`src/rtl/sp_sram_ctrl.sv`:
```
`default_nettype none
// ============================================================================
//  Module   : sp_sram_ctrl
//  Function : Single-port synchronous SRAM with request/ready handshake,
//             byte write enables, 1- or 2-stage read pipeline, selectable
//             read-during-write behaviour and a post-reset clear sweep.
//  Revision : 1.0  initial release
// ============================================================================
module sp_sram_ctrl #(
  parameter int WIDTH    = 32,
  parameter int DEPTH    = 16,
  parameter int ADDR     = 4,
  parameter int READ_LAT = 1,
  parameter int RDW_MODE = 0,
  parameter int CLEAR_EN = 1
) (
  input  logic                 Clock,
  input  logic                 Reset,
  input  logic                 Req,
  output logic                 Ready,
  input  logic                 WE,
  input  logic [WIDTH/8-1:0]   BE,
  input  logic [ADDR-1:0]      Address,
  input  logic [WIDTH-1:0]     Data,
  output logic [WIDTH-1:0]     Q,
  output logic                 QValid,
  output logic                 Busy
);

  localparam int              c_NBYTES = WIDTH / 8;
  localparam logic [ADDR-1:0] c_LAST   = ADDR'(DEPTH - 1);
  // One extra bit so the range compare also works when DEPTH == 2**ADDR.
  localparam logic [ADDR:0]   c_DEPTH  = (ADDR + 1)'(DEPTH);

  typedef enum logic [0:0] {
    ST_CLEAR = 1'b0,
    ST_IDLE  = 1'b1
  } state_t;

  state_t              r_state;
  logic [ADDR-1:0]     r_clr_cnt;
  logic [WIDTH-1:0]    r_mem [DEPTH];
  logic [WIDTH-1:0]    r_q;
  logic                r_qv;

  logic                w_ready;
  logic                w_acc;
  logic                w_in_range;
  logic                w_clearing;
  logic [WIDTH-1:0]    w_old;
  logic [WIDTH-1:0]    w_merged;
  logic [WIDTH-1:0]    w_res;
  logic                w_res_v;
  logic                w_we;
  logic [ADDR-1:0]     w_waddr;
  logic [WIDTH-1:0]    w_wdata;
  logic [c_NBYTES-1:0] w_wbe;

  assign w_ready    = (r_state == ST_IDLE) & ~Reset;
  assign w_acc      = Req & w_ready;
  assign w_in_range = {1'b0, Address} < c_DEPTH;
  assign w_clearing = (r_state == ST_CLEAR);
  assign w_old      = w_in_range ? r_mem[Address] : '0;

  assign Ready  = w_ready;
  assign Busy   = w_clearing;
  assign Q      = r_q;
  assign QValid = r_qv;

  // Word as it will look after the byte-enabled write lands.
  always_comb begin
    w_merged = w_old;
    for (int i = 0; i < c_NBYTES; i++) begin
      if (BE[i]) w_merged[8*i +: 8] = Data[8*i +: 8];
    end
  end

  // Result of the accepted access, chosen by the read-during-write mode.
  always_comb begin
    w_res_v = 1'b0;
    w_res   = w_old;
    if (w_acc) begin
      if (!WE) begin
        w_res_v = 1'b1;
      end else if (RDW_MODE == 0) begin
        w_res_v = 1'b1;
        w_res   = w_in_range ? w_merged : '0;
      end else if (RDW_MODE == 1) begin
        w_res_v = 1'b1;
      end
    end
  end

  // Single write port: the clear engine owns it during CLEAR, requests otherwise.
  always_comb begin
    w_we    = 1'b0;
    w_waddr = Address;
    w_wdata = Data;
    w_wbe   = BE;
    if (!Reset) begin
      if (w_clearing) begin
        w_we    = 1'b1;
        w_waddr = r_clr_cnt;
        w_wdata = '0;
        w_wbe   = '1;
      end else begin
        w_we    = w_acc & WE & w_in_range;
      end
    end
  end

  // Storage array; no reset, initialised only by the clear sweep.
  always_ff @(posedge Clock) begin
    if (w_we) begin
      for (int i = 0; i < c_NBYTES; i++) begin
        if (w_wbe[i]) r_mem[w_waddr][8*i +: 8] <= w_wdata[8*i +: 8];
      end
    end
  end

  // Control FSM: sweep zeros through the array, then serve requests.
  always_ff @(posedge Clock) begin
    if (Reset) begin
      r_state   <= (CLEAR_EN != 0) ? ST_CLEAR : ST_IDLE;
      r_clr_cnt <= '0;
    end else if (r_state == ST_CLEAR) begin
      r_clr_cnt <= r_clr_cnt + ADDR'(1);
      if (r_clr_cnt == c_LAST) r_state <= ST_IDLE;
    end
  end

  generate
    if (READ_LAT == 2) begin : g_lat2
      logic             r_p_v;
      logic [WIDTH-1:0] r_p_d;

      // Two-stage output: an intermediate register, then Q which holds until replaced.
      always_ff @(posedge Clock) begin
        if (Reset) begin
          r_p_v <= 1'b0;
          r_p_d <= '0;
          r_qv  <= 1'b0;
          r_q   <= '0;
        end else begin
          r_p_v <= w_res_v;
          if (w_res_v) r_p_d <= w_res;
          r_qv  <= r_p_v;
          if (r_p_v) r_q <= r_p_d;
        end
      end
    end else begin : g_lat1
      // Single-stage output: Q captures each result and holds until the next.
      always_ff @(posedge Clock) begin
        if (Reset) begin
          r_qv <= 1'b0;
          r_q  <= '0;
        end else begin
          r_qv <= w_res_v;
          if (w_res_v) r_q <= w_res;
        end
      end
    end
  endgenerate

endmodule
`default_nettype wire

```
`config.mk`:
```
export PLATFORM = sky130hd
export DESIGN_NAME = sp_sram_ctrl
export DESIGN_NICKNAME = d
export VERILOG_FILES = /design/src/rtl/sp_sram_ctrl.sv
export SDC_FILE = /design/constraint.sdc
export NUM_CORES = 1
export LEC_CHECK = 0
export CORE_AREA = 2 2 214 216
export CTS_CLUSTER_SIZE = 25
export DETAILED_ROUTE_END_ITERATION = 6
export DIE_AREA = 0 0 216 218
export PLACE_DENSITY = 0.71
export SLEW_MARGIN = 30
export SYNTH_ARGS = -nofsm -noshare
export SYNTH_HDL_FRONTEND = slang
export SYNTH_SLANG_ARGS = --single-unit
export TNS_END_PERCENT = 50
```
`constraint.sdc`:
```
create_clock -name Clock -period 4.42 [get_ports Clock]
set_clock_uncertainty 0.1 [all_clocks]
set_input_delay 0.884 -clock Clock [delete_from_list [all_inputs] [get_ports Clock]]
set_output_delay 0.884 -clock Clock [all_outputs]
set_load 0.01 [all_outputs]
```
; Word level (Yosys, flattened, before mapping)
; Memories as Yosys holds them, arrays and structs flattened.
; Cells that the tools add are included.
[op_classes]
addsub = 1
n_eq_ne = 1
mux = 29
bitwise = 5
[ops]
columns = op, n
row1 = 32-bit 2-to-1 mux, 4
row2 = 8-bit 2-to-1 mux, 4
row3 = 1-bit 2-to-1 mux, 17
row4 = 4-bit 2-to-1 mux, 4
row5 = 4-bit by 1-bit adder with 4-bit output (second input constant), 1
row6 = 4-bit equality test (second input constant), 1
row7 = 1-bit bitwise AND, 3
row8 = 1-bit NOT, 2
[totals]
register_bits = 38
ramBits = 512
memories = 1
[mem_list]
columns = name, depth, width, rd, rd_clocked_by_memory_dff, write_ports, line_no
row1 = r_mem, 16, 32, 1, 0, 1, 42  ; logic [WIDTH-1:0] r_mem [DEPTH];

; Depth between registers and ports, before layout
; Gate-level depths: netlist of run 1.
[logic_depth]
ltp_word = 8
mapped_depth = 8

; Worst setup path before layout of run 1
; Ideal clock, no wire load.
[synth_path]
path_type = in2reg
start = input Reset
end = memory r_mem[13][0] (enable)
arrival_ns = 2.304
required_time_ns = 3.950
path_slack_ns = 1.645
cell_stages = 5
n_path_buf = 1
cell_sequence = nor2_2 buf_2 mux2i_1 nand2_1 nor2_1
[synth_via]
elab_chain_cells = 8
elab_cells_between_ends = 11
[synth_rtl]
columns = item, line_no
row1 = "start, declared", 18  ; input logic Reset,
row2 = 1-bit NOT, 59  ; assign w_ready = (r_state == ST_IDLE) & ~Reset;
row3 = 1-bit bitwise AND, 59
row4 = 1-bit bitwise AND, 60  ; assign w_acc = Req & w_ready;
row5 = 1-bit bitwise AND, 107  ; w_we = w_acc & WE & w_in_range;
row6 = 1-bit 2-to-1 mux, 101  ; if (w_clearing) begin
row7 = 1-bit 2-to-1 mux, 100  ; if (!Reset) begin
row8 = 1-bit 2-to-1 mux, 114  ; if (w_we) begin
row9 = 1-bit 2-to-1 mux (implied by the code), 116  ; if (w_wbe[i]) r_mem[w_waddr][8*i +: 8] <= w_wdata[8*i +: 8];
row10 = "end, declared", 42
; Several ways; a longest one is shown, not always the timed one.

; Worst setup path after layout of run 1
[layout_path]
start = input Reset
end = memory r_mem[5][17] (enable)
; The elaborated chain is that of the path after synthesis.

==> results of run 1 <==
final timing paths:
check | to | start | cells after the start | slack, ps
setup reg to reg | r_mem[0][31] | r_state | 5 | 1500
hold / removal | Q[1] | Q[1] | 2 | 370
hold reg to reg | Q[1] | Q[1] | 2 | 370
setup / recovery | r_mem[5][17] | Reset | 6 | 1170
logic make-up after synthesis:
family	after synthesis
xor+xnor	3
mux	227
buf+inv	81
compound gates	236
flops	550
fa+ha+maj	1
simple gates	183
per-stage QoR:
stage,hold slack [ps],util,instances,total power (uW),setup slack [ps]
floorplan,383.7,-,1281,6293,1645
global placement,355.3,0.5314,1961,6543,633.8
detailed placement,360.7,0.5314,1961,6560,576.7
CTS,369.3,0.5722,2061,11220,1196
global route,396.8,0.5722,2061,11470,1053
finish,368.3,0.5722,2061,11170,1170
cell usage in the layout (no fill, tap or decap), types with 33 or more instances in the layout:
cell               n
a21oi_1           37
buf_4             80
clkbuf_16         57
clkdlybuf4s50_1   74
dfxtp_1           38
edfxtp_1         512
mux2_2           186
nand2_1           54
nor2_1            69
nor2b_1           33
o21ai_0           64
where the power goes:
group	switching (uW)	internal, uW
clock	1880	2840
sequential	19.8	5770
combinational	405	260
total	2310	8860
flip-flops by register name, summed over array words and instances (netlist names):
signal and cells:
QValid 1, r_clr_cnt 4, r_state 1, r_mem 512, Q 32
cell type report:
cell class / instances / share of cell area
Sequential cell: 550 / 0.6281
Multi-Input combinational cell: 650 / 0.2163
Clock buffer: 70 / 0.05820
Timing Repair Buffer: 160 / 0.05494
Tap cell: 600 / 0.02922
Clock inverter: 30 / 0.01310
Inverter: 1 / 0.0001461
routing by layer:
metal | up-vias | track usage | share of wire
met3 | 82 | 0.03543 | 0.075
li1 | 5401 | - | -
met2 | 535 | 0.3642 | 0.48
met4 | 0 | 0.06393 | 0.024
met5 | - | 0 | 0
met1 | 6280 | 0.3098 | 0.42
worst max-delay path: stages:
cell and delay, ps:
clkdlybuf4s50_1 580, buf_4 270, or4b_2 620, o21ai_2 110, nand2_1 220, nor2_1 670
==> results.json, run 1 <==
{
  "status": "complete, no violations",
  "setup_tns_ps": 0,
  "crit_type": "in2reg",
  "grt_max_degree": 108,
  "yosys.area_share.adder": 0.0005664,
  "grt_usage": 0.2221,
  "yosysSeqAreaShare": 0.7304,
  "grt_pass1_wl_um": 77680,
  "cts_max_path_buffers": 3,
  "gp_congestion": 0.8069,
  "worstHoldPathType": "reg2reg",
  "yosys.area.top_type": "edfxtp_1",
  "post_cts.repair.setup_buffers": 0,
  "port_buffers": 78,
  "ctsHoldBuffers": 0,
  "netlist_instances": 1281,
  "p_leak_uw": 0.008481,
  "dpl.hpwl_um": 33310,
  "initialDrtViolationCount": 1257,
  "grt-ovfl-total": 0,
  "synth_edf_count": 512,
  "vdd_drop_max_mv": 0.2896,
  "cts_buffers": 54,
  "area_growth_pct": 16.29,
  "clk_pin_slew_worst_paths_ps": 60,
  "multiInputGateArea_sq_mm": 0.005555,
  "root_buffer": "clkbuf_16",
  "die_area_sq_mm": 0.04709,
  "nets": 1462,
  "synth_area_leaders": "edfxtp_1, mux2_2, dfxtp_1",
  "synth_most_common_cell": "edfxtp_1",
  "power_density_mw_per_mm2": 434.8,
  "hold_viol_final": 0,
  "vias": 12300,
  "synth-simple-area-share": 0.03999,
  "synth_xor_area_frac": 0.001189,
  "synth_top_family_by_area": "multiplexers",
  "antenna_found_initial": 1,
  "diodes": 0,
  "ys.flop_type": "edfxtp_1",
  "core_sq_mm": 0.04489,
  "final_layout_size_suffix_gt1_frac": 0.2704,
  "first_global_vias": 12590,
  "n_fill_cell": 3379,
  "rows": 78,
  "cp-start-kind": "primary input",
  "rsz0062_at_grt": "no",
  "finish.instance_area_sq_mm": 0.02569,
  "cts_sinks": 550,
  "cts_tree": "done",
  "post_cts_resized": 0,
  "start_util": 0.4921,
  "ys_top_cells_by_count": "edfxtp_1, mux2_2, nor2_1",
  "fin_crit_sh": 0.7353,
  "cp.arrival_ps": 3370,
  "syn_area_per_cell_sq_um": 17.24,
  "yosys.area.top_type_share": 0.6960,
  "synth_compound_area_frac": 0.07675,
  "routed_wl_um": 51970,
  "fin_crit_ps": 3250,
  "cp_data_required_time_ps": 4540,
  "io_pins": 79,
  "ant_nets": 0,
  "dieHeight_um": 218,
  "seq_area_sq_mm": 0.01614,
  "syn_nets": 1326,
  "synth_seq_cells": 550,
  "place_area_sq_mm": 0.02386,
  "maxSlewViolCount": 0,
  "synthesis.area_sq_mm": 0.02209,
  "vias_per_cell": 5.967,
  "yosysWarnings": 0,
  "fp.dieW_um": 216,
  "routedWlPerCell_um": 25.22,
  "relSlewSlack": 0.3917,
  "synthArstFlopShare": 0,
  "ys_types": 40,
  "maxCapViolCount": 0,
  "tightest_slew_ps": 911.5,
  "cp_max_fo": 12,
  "cts_max_level": 2,
  "clk_latency_ps": 600,
  "synthMuxAreaShare": 0.1319,
  "setup_viol": 0,
  "cp-end-kind": "flop",
  "drc_errors": 0,
  "dr.pass1.iters": 7,
  "fmax_mhz": 307.7
}
(Power assumes the default switching activity.)
==> inputs of run 2 (changes only) <==
==> constraint.sdc (replaced) <==
create_clock -name Clock -period 3 [get_ports Clock]
set_clock_uncertainty 0.1 [all_clocks]
set_input_delay 0.6 -clock Clock [delete_from_list [all_inputs] [get_ports Clock]]
set_output_delay 0.6 -clock Clock [all_outputs]
set_load 0.01 [all_outputs]
==> results.json, run 2 (synthesized netlist as in run 1, its figures left out) <==
{
  "status": "complete, no violations",
  "vias_per_cell": 5.966,
  "fmax_mhz": 347.5,
  "port_buffers": 78,
  "crit_type": "reg2out",
  "cp-start-kind": "flop",
  "cts_max_level": 2,
  "relSlewSlack": 0.3560,
  "largest_reg_flops": 512,
  "maxSlewViolCount": 0,
  "swShare": 0.2087,
  "vdd_drop_max_mv": 0.6167,
  "p_seq_frac": 0.509,
  "p_leak_uw": 0.008854,
  "gp_congestion": 0.8028,
  "cts_buffers": 54,
  "antenna_found_initial": 1,
  "routed_wl_um": 53690,
  "clkPwrFrac": 0.430,
  "fin_crit_sh": 0.9593,
  "path_cells": "inv_1, nor2_1, clkdlybuf4s50_1",
  "fin_crit_ps": 2878,
  "dieHeight_um": 218,
  "grt_max_degree": 92,
  "vias": 12620,
  "setup_tns_ps": 0,
  "mostFrequentLayoutCells": "edfxtp_1, mux2_2, buf_4",
  "clk_pin_slew_worst_paths_ps": 60,
  "worstHoldPathType": "reg2reg",
  "clk_latency_ps": 590,
  "cp_max_fo": 13,
  "ff2ff_setup_slack_ps": 350,
  "regMostFlops": "r_mem",
  "setup_viol": 0,
  "p_sw_uw": 3497,
  "p_comb_frac": 0.062,
  "drc_errors": 0,
  "initialDrtViolationCount": 1081,
  "grt_usage": 0.2286,
  "cp.arrival_ps": 2180,
  "slowest_delay_ps": 690,
  "routedWlPerCell_um": 25.37,
  "p_int_uw": 13260,
  "area_growth_pct": 19.00,
  "fp.dieW_um": 216,
  "crit_family": "buffers and inverters",
  "cp_data_required_time_ps": 2300,
  "root_buffer": "clkbuf_16",
  "rsz0062_at_grt": "no",
  "hold_viol_final": 0,
  "io_pins": 79,
  "post_cts.repair.setup_buffers": 0,
  "die_area_sq_mm": 0.04709,
  "hold-worst-slack_ps": 371.7,
  "cp-end-kind": "primary output",
  "tightest_slew_ps": 964.9,
  "cts_tree": "done",
  "ctsHoldBuffers": 0,
  "dr.pass1.iters": 6,
  "layout_commonest_cell": "edfxtp_1",
  "final_layout_size_suffix_gt1_frac": 0.3186,
  "diodes": 0,
  "slowest_stage": "dfxtp_1",
  "cts_sinks": 550,
  "path_buf_inv": 2,
  "first_global_vias": 12760,
  "grt-ovfl-total": 0,
  "core_sq_mm": 0.04489,
  "maxCapViolCount": 0,
  "power_density_mw_per_mm2": 637.5,
  "grt_pass1_wl_um": 79880,
  "rows": 78,
  "ant_nets": 0,
  "dpl.hpwl_um": 34720,
  "cts_max_path_buffers": 3,
  "start_util": 0.4921,
  "nets": 1515,
  "post_cts_resized": 0
}
run 2: metal layers:
layer / vias to the layer above / wire [um] / share of wire / track usage
met5: - / 13 / 0.00024 / 0
met4: 2 / 1406 / 0.026 / 0.07557
met3: 85 / 3714 / 0.069 / 0.03487
met2: 535 / 26430 / 0.49 / 0.3835
met1: 6485 / 22120 / 0.41 / 0.3083
li1: 5516 / - / - / -
run 2: final cells by class:
cell class	instances	area [sq um]
clock buffers	66	1510
repair buffers	213	1872
fillers	3364	18610
flip-flops and latches	550	16140
inverters	1	3.754
multi-input cells	650	5603
clock inverters	36	412.9
well taps	600	750.7
run 2: power by group through the flow:
stage	registers [uW]	logic [uW]	clock network, uW
2_1_floorplan	8680	595	0
3_3_place_gp	8680	1000	0
3_5_place_dp	8690	1020	0
4_1_cts	8530	1030	7260
5_1_grt	8530	1090	7540
6_report	8530	1030	7200
run 2: worst min-delay path, delay by kind of cell, from the launching register on:
| kind | cells | cell delay, ps |
|---|---|---|
| compound gates | 1 | 50 |
| flops | 1 | 320 |
| simple gates | 1 | 60 |
run 2: worst paths after layout:
| path | cells past startpoint | start | to |
|---|---|---|---|
| max | 3 | r_state | Ready |
| min | 2 | Q[3] | Q[3] |
| max reg2reg | 6 | r_state | r_mem[8][19] |
| min reg2reg | 2 | Q[3] | Q[3] |
run 2: metrics by stage:
stage | setup WS, ps | power, uW | utilization | instances | instance area, sq um
finish | 122.2 | 16760 | 0.5856 | 2116 | 26290
global route | 13.63 | 17160 | 0.5856 | 2116 | 26290
CTS | 128.1 | 16810 | 0.5849 | 2116 | 26260
detailed placement | -160.1 | 9708 | 0.5421 | 2014 | 24330
global placement | -52.00 | 9685 | 0.5417 | 2014 | 24320
floorplan | 509.4 | 9272 | - | 1281 | 22090
